===== config.mk =====
export PLATFORM = sky130hd
export DESIGN_NAME = fetch_unit
export DESIGN_NICKNAME = d
export VERILOG_FILES = /design/src/rtl/fetch_pkg.sv /design/src/rtl/fetch_fifo.sv /design/src/rtl/fetch_unit.sv
export SDC_FILE = /design/constraint.sdc
export NUM_CORES = 1
export LEC_CHECK = 0
export BUFFER_PORTS_ARGS = -buffer_cell sky130_fd_sc_hd__buf_2
export CORE_MARGIN = 2
export CORE_UTILIZATION = 39
export CTS_CLUSTER_SIZE = 24
export DETAILED_ROUTE_END_ITERATION = 16
export PLACE_DENSITY_LB_ADDON = 0.05
export SYNTH_ARGS = -nofsm -noshare
export SYNTH_HDL_FRONTEND = slang
export SYNTH_SLANG_ARGS = --single-unit

===== constraint.sdc =====
create_clock -name clk_i -period 8.16 [get_ports clk_i]
set_input_delay 1.224 -clock clk_i [delete_from_list [all_inputs] [get_ports clk_i]]
set_output_delay 1.224 -clock clk_i [all_outputs]
set_load 0.03 [all_outputs]

===== src/rtl/fetch_pkg.sv =====
// Shared defaults and the buffered fetch entry type for the instruction fetch stage.
package fetch_pkg;

  localparam int DEF_ADDR_W   = 11;
  localparam int DEF_DATA_W   = 32;
  localparam int DEF_RESET_PC = 0;

  typedef struct packed {
    logic [DEF_ADDR_W-1:0] pc;
    logic [DEF_DATA_W-1:0] instr;
  } fetch_entry_t;

endpackage


===== src/rtl/fetch_fifo.sv =====
// Small synchronous FIFO of fetch entries with flush; flush beats push, pointers wrap modulo DEPTH.
module fetch_fifo
  import fetch_pkg::*;
#(
  parameter int  DEPTH   = 2,
  parameter int  CNT_W   = $clog2(DEPTH + 1),
  parameter type entry_t = fetch_entry_t
) (
  input  logic             clk_i,
  input  logic             rst_ni,
  input  logic             flush_i,
  input  logic             push_i,
  input  entry_t           push_data_i,
  input  logic             pop_i,
  output entry_t           head_o,
  output logic [CNT_W-1:0] count_o,
  output logic             empty_o
);

  localparam int PTR_W = (DEPTH > 1) ? $clog2(DEPTH) : 1;

  entry_t           mem_q [DEPTH];
  logic [PTR_W-1:0] wr_ptr_q;
  logic [PTR_W-1:0] rd_ptr_q;
  logic [CNT_W-1:0] count_q;
  logic             do_push;
  logic             do_pop;
  logic             full;

  function automatic logic [PTR_W-1:0] ptr_inc(input logic [PTR_W-1:0] ptr);
    return (ptr == PTR_W'(DEPTH - 1)) ? '0 : ptr + PTR_W'(1);
  endfunction

  assign empty_o = (count_q == '0);
  assign full    = (count_q == CNT_W'(DEPTH));
  assign count_o = count_q;
  assign head_o  = mem_q[rd_ptr_q];
  assign do_push = push_i && !flush_i;
  assign do_pop  = pop_i && !empty_o && !flush_i;

  always_ff @(posedge clk_i) begin
    if (!rst_ni) begin
      wr_ptr_q <= '0;
      rd_ptr_q <= '0;
      count_q  <= '0;
      for (int i = 0; i < DEPTH; i++) begin
        mem_q[i] <= '0;
      end
    end else if (flush_i) begin
      // Stale entries stay in storage; they are unreachable once the pointers reset.
      wr_ptr_q <= '0;
      rd_ptr_q <= '0;
      count_q  <= '0;
    end else begin
      if (do_push) begin
        mem_q[wr_ptr_q] <= push_data_i;
        wr_ptr_q        <= ptr_inc(wr_ptr_q);
      end
      if (do_pop) begin
        rd_ptr_q <= ptr_inc(rd_ptr_q);
      end
      case ({do_push, do_pop})
        2'b10:   count_q <= count_q + CNT_W'(1);
        2'b01:   count_q <= count_q - CNT_W'(1);
        default: count_q <= count_q;
      endcase
    end
  end

  // The issue logic upstream reserves a slot for every request, so a push into a full buffer is a bug.
  no_overflow: assert property (@(posedge clk_i) disable iff (!rst_ni)
    !(push_i && !flush_i && full && !pop_i));

  no_underflow: assert property (@(posedge clk_i) disable iff (!rst_ni)
    !(pop_i && empty_o && !flush_i));

endmodule


===== src/rtl/fetch_unit.sv =====
// Instruction fetch stage: owns the PC, issues single-cycle-latency word reads and buffers
// returned words with their PC for decode; a redirect flushes everything and restarts at a new PC.
module fetch_unit
  import fetch_pkg::*;
#(
  parameter int ADDR_W    = DEF_ADDR_W,
  parameter int DATA_W    = DEF_DATA_W,
  parameter int RESET_PC  = DEF_RESET_PC,
  parameter int BUF_DEPTH = 2              // must be >= 2 for full throughput
) (
  input  logic              clk_i,
  input  logic              rst_ni,
  input  logic              redirect_i,
  input  logic [ADDR_W-1:0] redirect_pc_i,
  output logic              mem_en_o,
  output logic              mem_wr_o,
  output logic [ADDR_W-1:0] mem_addr_o,
  input  logic [DATA_W-1:0] mem_data_i,
  output logic              instr_valid_o,
  input  logic              instr_ready_i,
  output logic [DATA_W-1:0] instr_o,
  output logic [ADDR_W-1:0] instr_pc_o
);

  localparam int CNT_W = $clog2(BUF_DEPTH + 1);
  localparam int OCC_W = CNT_W + 1;

  typedef struct packed {
    logic [ADDR_W-1:0] pc;
    logic [DATA_W-1:0] instr;
  } entry_t;

  logic [ADDR_W-1:0] pc_q;
  logic [ADDR_W-1:0] req_pc_q;
  logic              inflight_q;
  logic [CNT_W-1:0]  count;
  logic              empty;
  entry_t            head;
  entry_t            push_entry;
  logic              pop;
  logic              push;
  logic              issue;
  logic [OCC_W-1:0]  occupancy;
  logic [OCC_W-1:0]  limit;

  // Decode handshake: an instruction transfers on every rising edge where instr_valid_o and
  // instr_ready_i are both high; while valid is high and ready low, instr_o/instr_pc_o hold
  // (unless a redirect flushes them). Valid never depends on ready.
  assign instr_valid_o = rst_ni && !empty;
  assign pop           = instr_valid_o && instr_ready_i;

  // Every buffered word and every word still in flight owns a slot; a same-cycle pop frees one,
  // which keeps one instruction per cycle flowing with a two-entry buffer.
  assign occupancy = OCC_W'(count) + OCC_W'(inflight_q);
  assign limit     = OCC_W'(BUF_DEPTH) + OCC_W'(pop);
  assign issue     = rst_ni && !redirect_i && (occupancy < limit);

  assign mem_en_o   = issue;
  assign mem_wr_o   = 1'b0;
  assign mem_addr_o = pc_q;

  assign push             = inflight_q && !redirect_i;
  assign push_entry.pc    = req_pc_q;
  assign push_entry.instr = mem_data_i;

  always_ff @(posedge clk_i) begin
    if (!rst_ni) begin
      pc_q       <= ADDR_W'(RESET_PC);
      req_pc_q   <= '0;
      inflight_q <= 1'b0;
    end else if (redirect_i) begin
      pc_q       <= redirect_pc_i;
      inflight_q <= 1'b0;
    end else begin
      inflight_q <= issue;
      if (issue) begin
        pc_q     <= pc_q + ADDR_W'(1);
        req_pc_q <= pc_q;
      end
    end
  end

  fetch_fifo #(
    .DEPTH   (BUF_DEPTH),
    .CNT_W   (CNT_W),
    .entry_t (entry_t)
  ) u_fifo (
    .clk_i       (clk_i),
    .rst_ni      (rst_ni),
    .flush_i     (redirect_i),
    .push_i      (push),
    .push_data_i (push_entry),
    .pop_i       (pop),
    .head_o      (head),
    .count_o     (count),
    .empty_o     (empty)
  );

  assign instr_o    = head.instr;
  assign instr_pc_o = head.pc;

endmodule


== Yosys cells after proc, flatten, opt, wreduce, memory -nomap -nowiden ==
Memory sizes are Yosys's and may differ from the RTL's. A register that Yosys moved wholly into a read port is not among the register bits.
Index checks and enable logic that the tools add are counted.

* $add $sub $neg: 7
* Order comparisons: 1
* Eq/ne operators: 2
* Multiplexer cells: 15
* Bitwise logic cells: 2
* Reduce and logical (&&, ||, !) cells: 16

{| class="wikitable"
|+ Operators with widths
! operator !! number
|-
| 43-bit 2-to-1 mux || 1
|-
| 43-bit OR reduction || 1
|-
| 11-bit 2-to-1 mux || 2
|-
| 11-bit by 1-bit adder with 11-bit output, second input constant || 1
|-
| 1-bit 2-to-1 mux || 11
|-
| 1-bit logical AND || 8
|-
| 2-bit case mux with 2 select lines || 1
|-
| 2-bit nonzero test || 2
|-
| 2-bit by 1-bit adder with 3-bit output || 1
|-
| 2-bit by 1-bit adder with 3-bit output, first input constant || 1
|-
| 3-bit less-than comparator || 1
|-
| 1-bit adder, second input constant || 2
|-
| 2-bit by 1-bit adder with 2-bit output, second input constant || 1
|-
| 2-bit by 1-bit equality test with 1-bit output, second input constant || 1
|-
| 2-bit equality test, second input constant || 1
|-
| 1-bit zero test || 2
|-
| 2-bit zero test || 1
|-
| 1-bit inverter || 2
|-
| 2-bit AND reduction || 1
|-
| 2-bit OR reduction || 1
|-
| 2-bit by 1-bit subtractor with 2-bit output, second input constant || 1
|}

* Flip-flop bits (word level): 27
* Bits in writable memories: 86
* Input port bits: 47
* Memories: 1

{| class="wikitable"
|+ Memory list
! name !! words !! width !! read ports !! clocked after Yosys merged registers in !! write ports !! line !! source
|-
| u_fifo.mem_q || 2 || 43 || 1 || 1 || 2 || fetch_fifo.sv:22 || <nowiki>entry_t mem_q [DEPTH];</nowiki>
|}

== Logic depth before layout (Yosys ltp) ==
Gate-level depths: netlist of run 1.

* Depth after elaboration: 9
* Gate-level depth with buffers: 8
* Mapped depth without buffers: 6

== By module ==
Synthesis of run 1 repeated with hierarchy kept, for this count alone.

* Cell total of the unflattened synthesis: 435
* Area total of the unflattened synthesis: 5064.9 µm²

{| class="wikitable"
|+ By module, submodules not included
! module !! times used !! cells an instance !! area each (µm²) !! sequential area each (µm²)
|-
| fetch_fifo || 1 || 306 || 3885.0 || 2682.6
|-
| fetch_unit || 1 || 129 || 1179.9 || 460.4
|}

== Least setup slack after synthesis of run 1 ==
No wires, ideal clock.

* Kind: input port to flip-flop
* From: in redirect_i
* To: mem u_fifo.mem_q[0][0] (netlist name) (enable)
* Setup time: 0.503 ns
* Arrival: 4.687 ns
* Slack: 2.970 ns
* Cell stages on the path: 3
* Buffers on the path: 2
* Cells stage by stage: clkbuf_1 clkbuf_1 o21ai_0

{| class="wikitable"
|+ RTL lines
! what !! line !! source
|-
| from (decl) || fetch_unit.sv:13 || <nowiki>input logic redirect_i,</nowiki>
|-
| to (decl) || fetch_fifo.sv:22 ||
|}

== Final worst setup path of run 1 ==
* From: in redirect_i
* To: out mem_en_o

* Word-level cells in the longest chain between the ends: 3

{| class="wikitable"
|+ Ends and longest elaborated chain
! what !! line !! source
|-
| 1-bit zero test || fetch_unit.sv:56 || <nowiki>assign issue = rst_ni && !redirect_i && (occupancy < limit);</nowiki>
|-
| 1-bit logical AND (2 in a row) || fetch_unit.sv:56 ||
|-
| to (decl) || fetch_unit.sv:15 || <nowiki>output logic mem_en_o,</nowiki>
|}

No other way between the ends.

==> impl_metrics.csv, run 1 <==
group,metric,value,unit
timing,setup_viol,0,
cts,cts_tree,"yes",
critical_path,cp-end-kind,"primary output",
die,start_util,0.402,
timing,timing.max_slew.rel_slack,0.263,
global_routing,overflow,0,
global_routing,grt_pass1_wl,17400,um
timing,achievable-frequency,0.271,GHz
synth,synth_largest_area_cell,"sky130_fd_sc_hd__edfxtp_1",
cells_and_area,area_growth_syn_to_layout,24.7,%
power,vdd.ir_drop.worst,0.000110,V
critical_path,worst-setup-path-type,"primary input to primary output",
synth,synth_nets,448,
worst_hold_path,holdCritPathClass,"flip-flop to flip-flop",
synth,post_syn_area_per_cell,12.8,um2
die,core-area,12700,um2
synth,synth_top_area_share,0.507,
critical_path,worst_setup_path_endpoint,"mem_en_o",
synth,synth-async-reset-ratio,0,
critical_path,worstPathRequired,6.94,ns
critical_path,r2r_setup_slack,6.04,ns
timing,rsz0062_at_grt,"false",
global_routing,globalRouteTotalUtil,0.162,
cells_and_area,drive_gt1_frac,0.367,
synth,synthTopCellsByArea,"sky130_fd_sc_hd__edfxtp_1 (51%), sky130_fd_sc_hd__dfxtp_1 (11%), sky130_fd_sc_hd__and2_1 (11%)",
synth,ys_seq_elements,114,
timing,totalNegativeSetupSlack,0,ns
critical_path,worstSetupStartpointType,"primary input",
timing,worst_slack,4.46,ns
routing,wirelength,10800,um
cts,clk_root_buffer_cell,"sky130_fd_sc_hd__clkbuf_16",
die,die_area,14000,um2
run,cap_violations,0,
critical_path,arrival_time_of_the_worst_setup_path,2.47,ns
critical_path,worstPathMaxFanout,22,
placement,detailedPlace.worstSlack,4.30,ns
cts,post_cts_resized,0,
synth,ys_top_cells_by_count,"sky130_fd_sc_hd__and2_1 (88), sky130_fd_sc_hd__edfxtp_1 (86), sky130_fd_sc_hd__mux2_2 (43)",
die,die-width,118,um
critical_path,regToRegStartpoint,"inflight_q$_SDFF_PP0_",
cells_and_area,nNetsFinal,547,
timing,finalClockSkew,0.00772,ns
synth,synth_enable_flop_cells,86,
placement,port-buffer-count,102,
placement,dp_hpwl,6650,um
timing,report.final.slew_viol_count,0,
run_status,outcome,"completed",
placement,place_congestion,0.797,
critical_path,critPathLaunch,"redirect_i",
synth,total_of_warnings_raised_by_yosys,0,
routing,via_count,3407,
routing,drt_iter0_markers,192,
routing,drt_antenna_net_count,0,
synth,ys_seq_area_frac,0.617,
power,power.density,237,nW/um2
synth,syn_inst,397,
routing,viasPerCell,5.00,
global_routing,number_of_global_route_vias_before_repair,3379,
synth,synth.distinct_cells,43,
power,total_power,1.51,mW
cts,clkLatencyLatePin,0.41,ns
die,top_level_ports,104,
routing,first_pass_iters,4,
timing,report.final.hold_viol_count,0,
critical_path,reg2regPathDepth,6,
cts,post-cts-setup-buffers,0,
global_routing,antenna_found_initial,0,
timing,finalCritPeriodShare,0.453,
cells_and_area,diodes,0,
power,static-leakage-power,2.56,nW
cts,numCtsBuffers,17,
timing,max_slew.worst_pin.slew,1.11,ns
cts,clock_tree.buffer_depth,2,
cts,ctsHoldBuffers,0,
timing,hold-worst-slack,0.491,ns
timing,fin_crit,3.70,ns
synth,synth-main-ff-cell,"sky130_fd_sc_hd__edfxtp_1",
die,die_height,118,um
cells_and_area,layout.core_utilization,0.501,
cts,clock_transition_at_the_register_clock_pins_on_the_worst_setup_and_hold_paths_after_cts,0.05,ns
routing,wire_per_inst,15.9,um
critical_path,regToRegEndpoint,"mem_addr_o[10]$_SDFFE_PN0P_",
cts,cts_num_sinks,114,
global_routing,pin_count_of_the_biggest_net_entering_global_routing,44,
routing,route.detailed.drc,0,
cts,ctsHtreeMaxLevel,4,
synth,yosysMostFrequentCell,"sky130_fd_sc_hd__and2_1",
synth,syn_area,5090,um2
die,floorplan.rows,41,
worst_hold_path,worst_hold_path.num_cells,2,
## placed cells by master, fill, tap and decap left out, types with 4 or more instances in the layout
cell type,netlist,final
sky130_fd_sc_hd__buf_2,6,102
sky130_fd_sc_hd__and2_1,88,88
sky130_fd_sc_hd__edfxtp_1,86,86
sky130_fd_sc_hd__mux2_2,43,43
sky130_fd_sc_hd__dfxtp_1,28,27
sky130_fd_sc_hd__nand3_1,20,20
sky130_fd_sc_hd__o21ai_0,21,20
sky130_fd_sc_hd__clkbuf_16,0,17
sky130_fd_sc_hd__a21oi_1,13,13
sky130_fd_sc_hd__nor2_1,12,11
sky130_fd_sc_hd__clkbuf_8,0,10
sky130_fd_sc_hd__nand2b_1,7,6
sky130_fd_sc_hd__nand2_1,5,5
sky130_fd_sc_hd__nor3_1,4,4
sky130_fd_sc_hd__ha_1,4,4
sky130_fd_sc_hd__buf_4,3,4
## per-layer routing
metal / share of wire / routed length (um) / vias up / GRT usage
met2: 0.49 / 5290 / 114 / 0.257
met4: 0.019 / 201 / 0 / 0.0798
met5: 0 / 0 / - / 0
li1: - / - / 1631 / -
met3: 0.056 / 604 / 22 / 0.0478
met1: 0.44 / 4760 / 1640 / 0.203
## through the flow
stage | cells | cell area, um2
2_1_floorplan | 397 | 5090
3_3_place_gp | 649 | 5740
3_5_place_dp | 649 | 5740
4_1_cts | 681 | 6350
5_1_grt | 681 | 6350
6_report | 681 | 6350
## cells by family (layout without fill, tap and decap cells)
family	count (synthesis)	after routing	share of synthesized area
AND/OR/NAND/NOR	151	151	0.177
multiplexers	43	43	0.0951
adder cells (fa/ha/maj)	4	4	0.00983
flip-flops	114	114	0.617
other	1	1	0.000736
XOR/XNOR	4	4	0.00688
AO/OA/AOI/OAI	52	52	0.0680
buffers and inverters	28	140	0.0255
## final cells by class
class | count | area [um2]
clock buffer | 29 | 571
clock inverter | 3 | 38.8
fill | 1158 | 6320
inverter | 2 | 7.51
multi-input combinational | 255 | 1840
sequential | 114 | 3140
tap | 172 | 215
timing repair buffer | 106 | 541
## critical path: stages
cell and delay (ns):
sky130_fd_sc_hd__buf_2 0.33, sky130_fd_sc_hd__nand2b_1 0.63, sky130_fd_sc_hd__nor2_1 0.08, sky130_fd_sc_hd__buf_2 0.20
## sequential cells by signal, indices dropped and copies added, names as in the netlist, named ones only
register,flops
inflight_q,1
mem_addr_o,11
req_pc_q,11
u_fifo.count_o,2
u_fifo.mem_q,86
u_fifo.rd_ptr_q,1
u_fifo.wr_ptr_q,1
## how the worst min path moves through the flow
stage	start	endpoint	slack (ns)
after floorplan	u_fifo.wr_ptr_q$_SDFFE_PP0P_	u_fifo.wr_ptr_q$_SDFFE_PP0P_	0.45
after global placement	req_pc_q[7]$_SDFFE_PN0P_	req_pc_q[7]$_SDFFE_PN0P_	0.48
after detailed placement	req_pc_q[7]$_SDFFE_PN0P_	req_pc_q[7]$_SDFFE_PN0P_	0.48
after CTS	req_pc_q[6]$_SDFFE_PN0P_	req_pc_q[6]$_SDFFE_PN0P_	0.50
after global routing	u_fifo.wr_ptr_q$_SDFFE_PP0P_	u_fifo.wr_ptr_q$_SDFFE_PP0P_	0.53
final	req_pc_q[7]$_SDFFE_PN0P_	req_pc_q[7]$_SDFFE_PN0P_	0.49
## power breakdown
group	switching [mW]	internal [mW]	leakage, nW
Clock	0.237	0.498	0.303
Sequential	0.0142	0.649	1.13
Combinational	0.0726	0.0377	1.13
Power figures use the tool's default switching activity.
==> inputs of run 2 (changes only) <==
--- a/config.mk
+++ b/config.mk
@@ -5,6 +5,7 @@
 export SDC_FILE = /design/constraint.sdc
 export NUM_CORES = 1
 export LEC_CHECK = 0
+export ABC_AREA = 1
 export BUFFER_PORTS_ARGS = -buffer_cell sky130_fd_sc_hd__buf_2
 export CORE_MARGIN = 2
 export CORE_UTILIZATION = 39
==> constraint.sdc (replaced) <==
create_clock -name clk_i -period 3.5 [get_ports clk_i]
set_input_delay 0.525 -clock clk_i [delete_from_list [all_inputs] [get_ports clk_i]]
set_output_delay 0.525 -clock clk_i [all_outputs]
set_load 0.03 [all_outputs]
==> run 2 against run 1 <==
  * Synthesized cell count increased by 20%
  * Clock power up 100%
  * Combinational power increased to 2.6 times the previous value
  * Sequential power increased by 130%
  * Worst setup slack worse by 3.5 ns
  * Global-route usage is 0.82 points lower
  * Critical endpoint unchanged
  * Sequential share of layout area rose by 1.0 points
==> impl_metrics.csv, run 2 <==
group,metric,value,unit
run_status,outcome,"completed",
global_routing,overflow,0,
critical_path,arrival_time_of_the_worst_setup_path,2.03,ns
cts,clock_tree.buffer_depth,2,
routing,via_count,3525,
routing,route.detailed.drc,0,
synth,syn_inst,475,
power,static-leakage-power,2.72,nW
global_routing,grt_pass1_wl,16700,um
global_routing,number_of_global_route_vias_before_repair,3518,
cts,clk_root_buffer_cell,"sky130_fd_sc_hd__clkbuf_16",
synth,post_synth_fa_ha_maj_area_fraction,0.00998,
timing,rsz0062_at_grt,"false",
timing,totalNegativeSetupSlack,0,ns
die,start_util,0.399,
cells_and_area,drive_gt1_frac,0.312,
cells_and_area,diodes,0,
cts,cts_tree,"yes",
die,die-width,117,um
cts,cts_num_sinks,114,
synth,synth-main-ff-cell,"sky130_fd_sc_hd__edfxtp_1",
placement,dp_hpwl,6380,um
routing,drt_iter0_markers,179,
critical_path,worstPathMaxFanout,36,
synth,ys_top_cells_by_count,"sky130_fd_sc_hd__nor2_1 (95), sky130_fd_sc_hd__edfxtp_1 (86), sky130_fd_sc_hd__inv_1 (56)",
synth,synth_simple_gate_area_frac,0.143,
routing,wirelength,10100,um
critical_path,worstPathRequired,2.97,ns
global_routing,globalRouteTotalUtil,0.154,
die,top_level_ports,104,
placement,port-buffer-count,102,
synth,ys_seq_area_frac,0.627,
power,power.density,531,nW/um2
synth,ys_seq_elements,114,
routing,drt_antenna_net_count,0,
timing,report.final.slew_viol_count,0,
synth,synth_top_area_share,0.515,
run,cap_violations,0,
cells_and_area,nNetsFinal,632,
timing,setup_viol,0,
synth,yosysMostFrequentCell,"sky130_fd_sc_hd__nor2_1",
timing,fin_crit,2.56,ns
timing,achievable-frequency,0.391,GHz
synth,synth_top_family_by_area,"simple AND/OR/NAND/NOR gates",
die,die_area,13800,um2
synth,yosys.area_share.xor_xnor,0.00524,
die,floorplan.rows,41,
critical_path,regToRegEndpoint,"mem_addr_o[1]$_SDFFE_PN0P_",
routing,viasPerCell,4.61,
cells_and_area,layout.cells.most_common,"sky130_fd_sc_hd__buf_2",
cts,clock_transition_at_the_register_clock_pins_on_the_worst_setup_and_hold_paths_after_cts,0.05,ns
power,vdd.ir_drop.worst,0.000196,V
worst_hold_path,worst_hold_path.num_cells,3,
global_routing,pin_count_of_the_biggest_net_entering_global_routing,44,
die,core-area,12600,um2
synth,synth.distinct_cells,24,
die,die_height,117,um
cells_and_area,largest_register_ffs,86,
worst_hold_path,holdCritPathClass,"primary input to flip-flop",
timing,worst_slack,0.944,ns
synth,synth-compound-area-share,0.0514,
timing,finalCritPeriodShare,0.730,
timing,max_slew.worst_pin.slew,0.615,ns
critical_path,r2r_setup_slack,1.60,ns
timing,report.final.hold_viol_count,0,
cells_and_area,area_growth_syn_to_layout,24.1,%
synth,syn_area,5010,um2
synth,synth_enable_flop_cells,86,
routing,wire_per_inst,13.2,um
critical_path,cp-end-kind,"primary output",
cells_and_area,largest-register,"u_fifo.mem_q",
synth,synthTopCellsByArea,"sky130_fd_sc_hd__edfxtp_1 (52%), sky130_fd_sc_hd__dfxtp_1 (11%), sky130_fd_sc_hd__mux2_2 (9.7%)",
worst_hold_path,holdCritStartpoint,"mem_data_i[11]",
placement,place_congestion,0.724,
synth,synth_nets,526,
cts,clkLatencyLatePin,0.40,ns
cts,numCtsBuffers,17,
cells_and_area,final_cell_mix,"sky130_fd_sc_hd__buf_2 (102), sky130_fd_sc_hd__nor2_1 (95), sky130_fd_sc_hd__edfxtp_1 (86), sky130_fd_sc_hd__inv_1 (56), sky130_fd_sc_hd__nand2_1 (51)",
critical_path,reg2regPathDepth,9,
critical_path,regToRegStartpoint,"inflight_q$_SDFF_PP0_",
synth,synth_largest_area_cell,"sky130_fd_sc_hd__edfxtp_1",
cts,post-cts-setup-buffers,0,
timing,timing.max_slew.rel_slack,0.590,
worst_hold_path,whs_endpoint,"u_fifo.mem_q[0][11]$_SDFFCE_PN0P_",
timing,finalClockSkew,0.00582,ns
cells_and_area,n_fill_cell,1202,
placement,detailedPlace.worstSlack,1.08,ns
synth,synth-async-reset-ratio,0,
synth,post_syn_area_per_cell,10.6,um2
cts,ctsHtreeMaxLevel,4,
cts,post_cts_resized,0,
critical_path,worstSetupStartpointType,"flip-flop",
routing,first_pass_iters,4,
synth,total_of_warnings_raised_by_yosys,0,
global_routing,antenna_found_initial,0,
critical_path,worst-setup-path-type,"flip-flop to primary output",
synth,mux_cell_area_share_after_synthesis,0.0966,
cts,ctsHoldBuffers,0,
-- run 2: layer usage --
| layer | wire [um] | global-route usage |
|---|---|---|
| met5 | 0 | 0 |
| met4 | 113 | 0.0587 |
| met3 | 529 | 0.0477 |
| met2 | 4780 | 0.247 |
| met1 | 4710 | 0.196 |
-- run 2: worst max-delay path, cell delays in order, from the launching register on --
cell and delay, ns:
sky130_fd_sc_hd__dfxtp_1 0.34, sky130_fd_sc_hd__ha_1 0.21, sky130_fd_sc_hd__ha_1 0.27, sky130_fd_sc_hd__inv_1 0.03, sky130_fd_sc_hd__o21bai_1 0.15, sky130_fd_sc_hd__nand2_2 0.06
sky130_fd_sc_hd__buf_4 0.31, sky130_fd_sc_hd__inv_1 0.07, sky130_fd_sc_hd__buf_2 0.18
-- run 2: logic make-up after synthesis --
| group | Yosys count |
|---|---|
| AND/OR/NAND/NOR | 178 |
| flip-flops | 114 |
| XOR/XNOR | 3 |
| other | 1 |
| adder cells (fa/ha/maj) | 4 |
| multiplexers | 43 |
| AO/OA/AOI/OAI | 50 |
| buffers and inverters | 82 |
-- run 2: final cells by class --
class,count,area [um2],share of cell area
repair buffers,111,591,0.0949
multi-input cells,279,1550,0.249
well taps,172,215,0.0346
flip-flops and latches,114,3140,0.505
clock buffers,20,437,0.0702
inverters,58,218,0.0350
clock inverters,11,71.3,0.0115
-- run 2: how the worst max path moves through the flow --
stage	end	cells past startpoint	startpoint	slack, ns
3_5_place_dp	mem_en_o	9	rst_ni	1.08
2_1_floorplan	u_fifo.mem_q[1][0]$_SDFFCE_PN0P_	5	redirect_i	0.95
3_3_place_gp	mem_en_o	9	rst_ni	1.11
6_report	mem_en_o	8	inflight_q$_SDFF_PP0_	0.94
5_1_grt	mem_en_o	8	inflight_q$_SDFF_PP0_	0.82
4_1_cts	mem_en_o	8	inflight_q$_SDFF_PP0_	0.91
-- run 2: through the flow --
step                      std cells  power, mW  hold WS [ns]   util  cell area (um2)
final                           765       3.30         0.428  0.495             6220
after global routing            765       3.43         0.428  0.495             6220
after CTS                       765       3.35         0.411  0.495             6220
after detailed placement        734       1.86         0.467  0.455             5710
after global placement          734       1.85         0.461  0.455             5710
after floorplan                 475       1.76         0.447      -             5010
-- run 2: where the power goes --
part | switching (mW) | total, mW | internal (mW)
sequential | 0.0263 | 1.54 | 1.52
combinational | 0.190 | 0.284 | 0.0940
clock | 0.533 | 1.48 | 0.944
==> inputs of run 3 (changes only) <==
--- a/config.mk
+++ b/config.mk
@@ -5,7 +5,7 @@
 export SDC_FILE = /design/constraint.sdc
 export NUM_CORES = 1
 export LEC_CHECK = 0
-export ABC_AREA = 1
+export ABC_AREA = 0
 export BUFFER_PORTS_ARGS = -buffer_cell sky130_fd_sc_hd__buf_2
 export CORE_MARGIN = 2
 export CORE_UTILIZATION = 39
==> constraint.sdc (replaced) <==
create_clock -name clk_i -period 2.7 [get_ports clk_i]
set_input_delay 0.405 -clock clk_i [delete_from_list [all_inputs] [get_ports clk_i]]
set_output_delay 0.405 -clock clk_i [all_outputs]
set_load 0.03 [all_outputs]
==> run 3 against run 2 <==
  * Clock skew increased by 0.0012 ns
  * Register-to-register slack got worse by 1.1 ns
  * Worst hold slack got worse by 0.19 ns
  * Worst setup slack got worse by 0.70 ns
  * First-iteration DRC count decreased by 1.7%
  * Design area increased by 2.0%
  * Largest cell class unchanged
  * Highest routed layer unchanged
==> impl_metrics.csv, run 3 (synthesis results as in run 1) <==
group,metric,value,unit
global_routing,number_of_global_route_vias_before_repair,3333,
cts,ctsHtreeMaxLevel,4,
critical_path,reg2regPathDepth,6,
placement,port-buffer-count,102,
cells_and_area,n_fill_cell,1200,
die,die_area,14000,um2
cells_and_area,final_instance_area,6350,um2
die,floorplan.rows,41,
power,total_power,4.30,mW
timing,setup_viol,0,
power,vdd.ir_drop.worst,0.000376,V
die,top_level_ports,104,
cts,clk_root_buffer_cell,"sky130_fd_sc_hd__clkbuf_16",
die,core-area,12700,um2
routing,route.detailed.drc,0,
cells_and_area,drive_gt1_frac,0.369,
timing,achievable-frequency,0.407,GHz
global_routing,antenna_found_initial,0,
placement,post_dp_cell_area,5830,um2
power,power.switching_fraction,0.228,
routing,drt_iter0_markers,176,
routing,via_count,3397,
cts,post_cts_resized,0,
placement,place_congestion,0.816,
cells_and_area,largest-register,"u_fifo.mem_q",
die,die_height,118,um
timing,totalNegativeSetupSlack,0,ns
cts,cts_tree,"yes",
power,static-leakage-power,2.56,nW
cts,clkLatencyLatePin,0.41,ns
critical_path,cp-end-kind,"primary output",
timing,report.final.hold_viol_count,0,
cells_and_area,finalNonFillerCells,687,
cells_and_area,nNetsFinal,553,
power,p_seq_frac,0.465,
worst_hold_path,worst_hold_path.num_cells,3,
cells_and_area,largest_register_ffs,86,
cts,ctsHoldBuffers,0,
cts,cts_num_sinks,114,
routing,drt_antenna_net_count,0,
routing,viasPerCell,4.94,
die,die-width,118,um
global_routing,globalRouteTotalUtil,0.162,
power,share_comb_of_total_power,0.080,
power,intPower,3.32,mW
critical_path,worstPathMaxFanout,18,
global_routing,grt_pass1_wl,17200,um
cts,clock_tree.buffer_depth,2,
worst_hold_path,holdCritPathClass,"primary input to flip-flop",
cts,post-cts-setup-buffers,0,
cts,numCtsBuffers,17,
routing,first_pass_iters,4,
timing,report.final.slew_viol_count,0,
global_routing,overflow,0,
timing,fin_crit,2.46,ns
die,start_util,0.402,
critical_path,worst-setup-path-type,"flip-flop to primary output",
global_routing,pin_count_of_the_biggest_net_entering_global_routing,44,
critical_path,arrival_time_of_the_worst_setup_path,2.05,ns
timing,hold-worst-slack,0.233,ns
timing,timing.max_slew.rel_slack,0.576,
critical_path,worstSetupStartpointType,"flip-flop",
run,cap_violations,0,
run_status,outcome,"completed",
cells_and_area,layout.cells.most_common,"sky130_fd_sc_hd__buf_2",
timing,finalCritPeriodShare,0.911,
routing,wire_per_inst,15.7,um
cells_and_area,area_growth_syn_to_layout,24.6,%
cts,clock_transition_at_the_register_clock_pins_on_the_worst_setup_and_hold_paths_after_cts,0.05,ns
routing,wirelength,10800,um
placement,placedCellCount,655,
cells_and_area,final_cell_mix,"sky130_fd_sc_hd__buf_2 (102), sky130_fd_sc_hd__and2_1 (88), sky130_fd_sc_hd__edfxtp_1 (86), sky130_fd_sc_hd__mux2_2 (43), sky130_fd_sc_hd__dfxtp_1 (27)",
power,power.density,677,nW/um2
timing,max_slew.worst_pin.slew,0.636,ns
timing,rsz0062_at_grt,"false",
power,power.switching,0.982,mW
power,power.clock.fraction,0.455,
placement,dp_hpwl,6580,um
critical_path,worstPathRequired,2.30,ns
cells_and_area,diodes,0,
timing,finalClockSkew,0.00702,ns
run 3: cell count changes in the layout (fill, tap and decap cells not counted), sizes merged, moves of 4 or more:
cell	change
nand2	-52
a31oi	+4
clkbuf	+5
a21oi	-14
inv	-56
and2	+88
nand2b	+7
nor2	-83
run 3: area by class of cell:
cell class                 count  area, um2  share of cell area
inverter                       2       7.51             0.00118
multi-input combinational    255       1840               0.289
sequential                   114       3140               0.495
clock buffer                  25        487              0.0767
clock inverter                 7       35.0             0.00552
timing repair buffer         112        623              0.0981
tap                          172        215              0.0339
run 3: worst paths after layout:
check / from / end / slack [ns]
setup / recovery: u_fifo.count_o[0]$_SDFFE_PP0P_ / mem_en_o / 0.24
hold / removal: redirect_pc_i[0] / mem_addr_o[0]$_SDFFE_PN0P_ / 0.23
setup reg to reg: u_fifo.count_o[0]$_SDFFE_PP0P_ / mem_addr_o[9]$_SDFFE_PN0P_ / 0.55
hold reg to reg: req_pc_q[10]$_SDFFE_PN0P_ / req_pc_q[10]$_SDFFE_PN0P_ / 0.49
run 3: per-layer routing:
metal	up-vias	share of wire	GRT usage
met3	20	0.050	0.0507
met5	-	0	0
li1	1643	-	-
met4	0	0.020	0.0723
met2	87	0.47	0.255
met1	1647	0.46	0.203
run 3: power by group through the flow:
| stage | combinational, mW | clock, mW | sequential [mW] |
|---|---|---|---|
| floorplan | 0.201 | 0 | 2.05 |
| detailed placement | 0.348 | 0 | 2.03 |
| CTS | 0.349 | 2.00 | 2.00 |
| finish | 0.343 | 1.96 | 2.00 |
| global placement | 0.347 | 0 | 2.03 |
| global route | 0.371 | 2.07 | 2.01 |
run 3: through the flow:
stage / util / setup WS, ns
global placement: 0.460 / 0.627
detailed placement: 0.460 / 0.574
finish: 0.501 / 0.240
CTS: 0.501 / 0.198
global route: 0.501 / 0.0465
floorplan: - / 0.272
run 3: worst max-delay path: stages (launching register included):
cell	delay, ns
sky130_fd_sc_hd__dfxtp_1	0.44
sky130_fd_sc_hd__ha_1	0.20
sky130_fd_sc_hd__ha_1	0.20
sky130_fd_sc_hd__nor2_2	0.09
sky130_fd_sc_hd__a21oi_4	0.41
sky130_fd_sc_hd__nor2_1	0.10
sky130_fd_sc_hd__buf_2	0.19
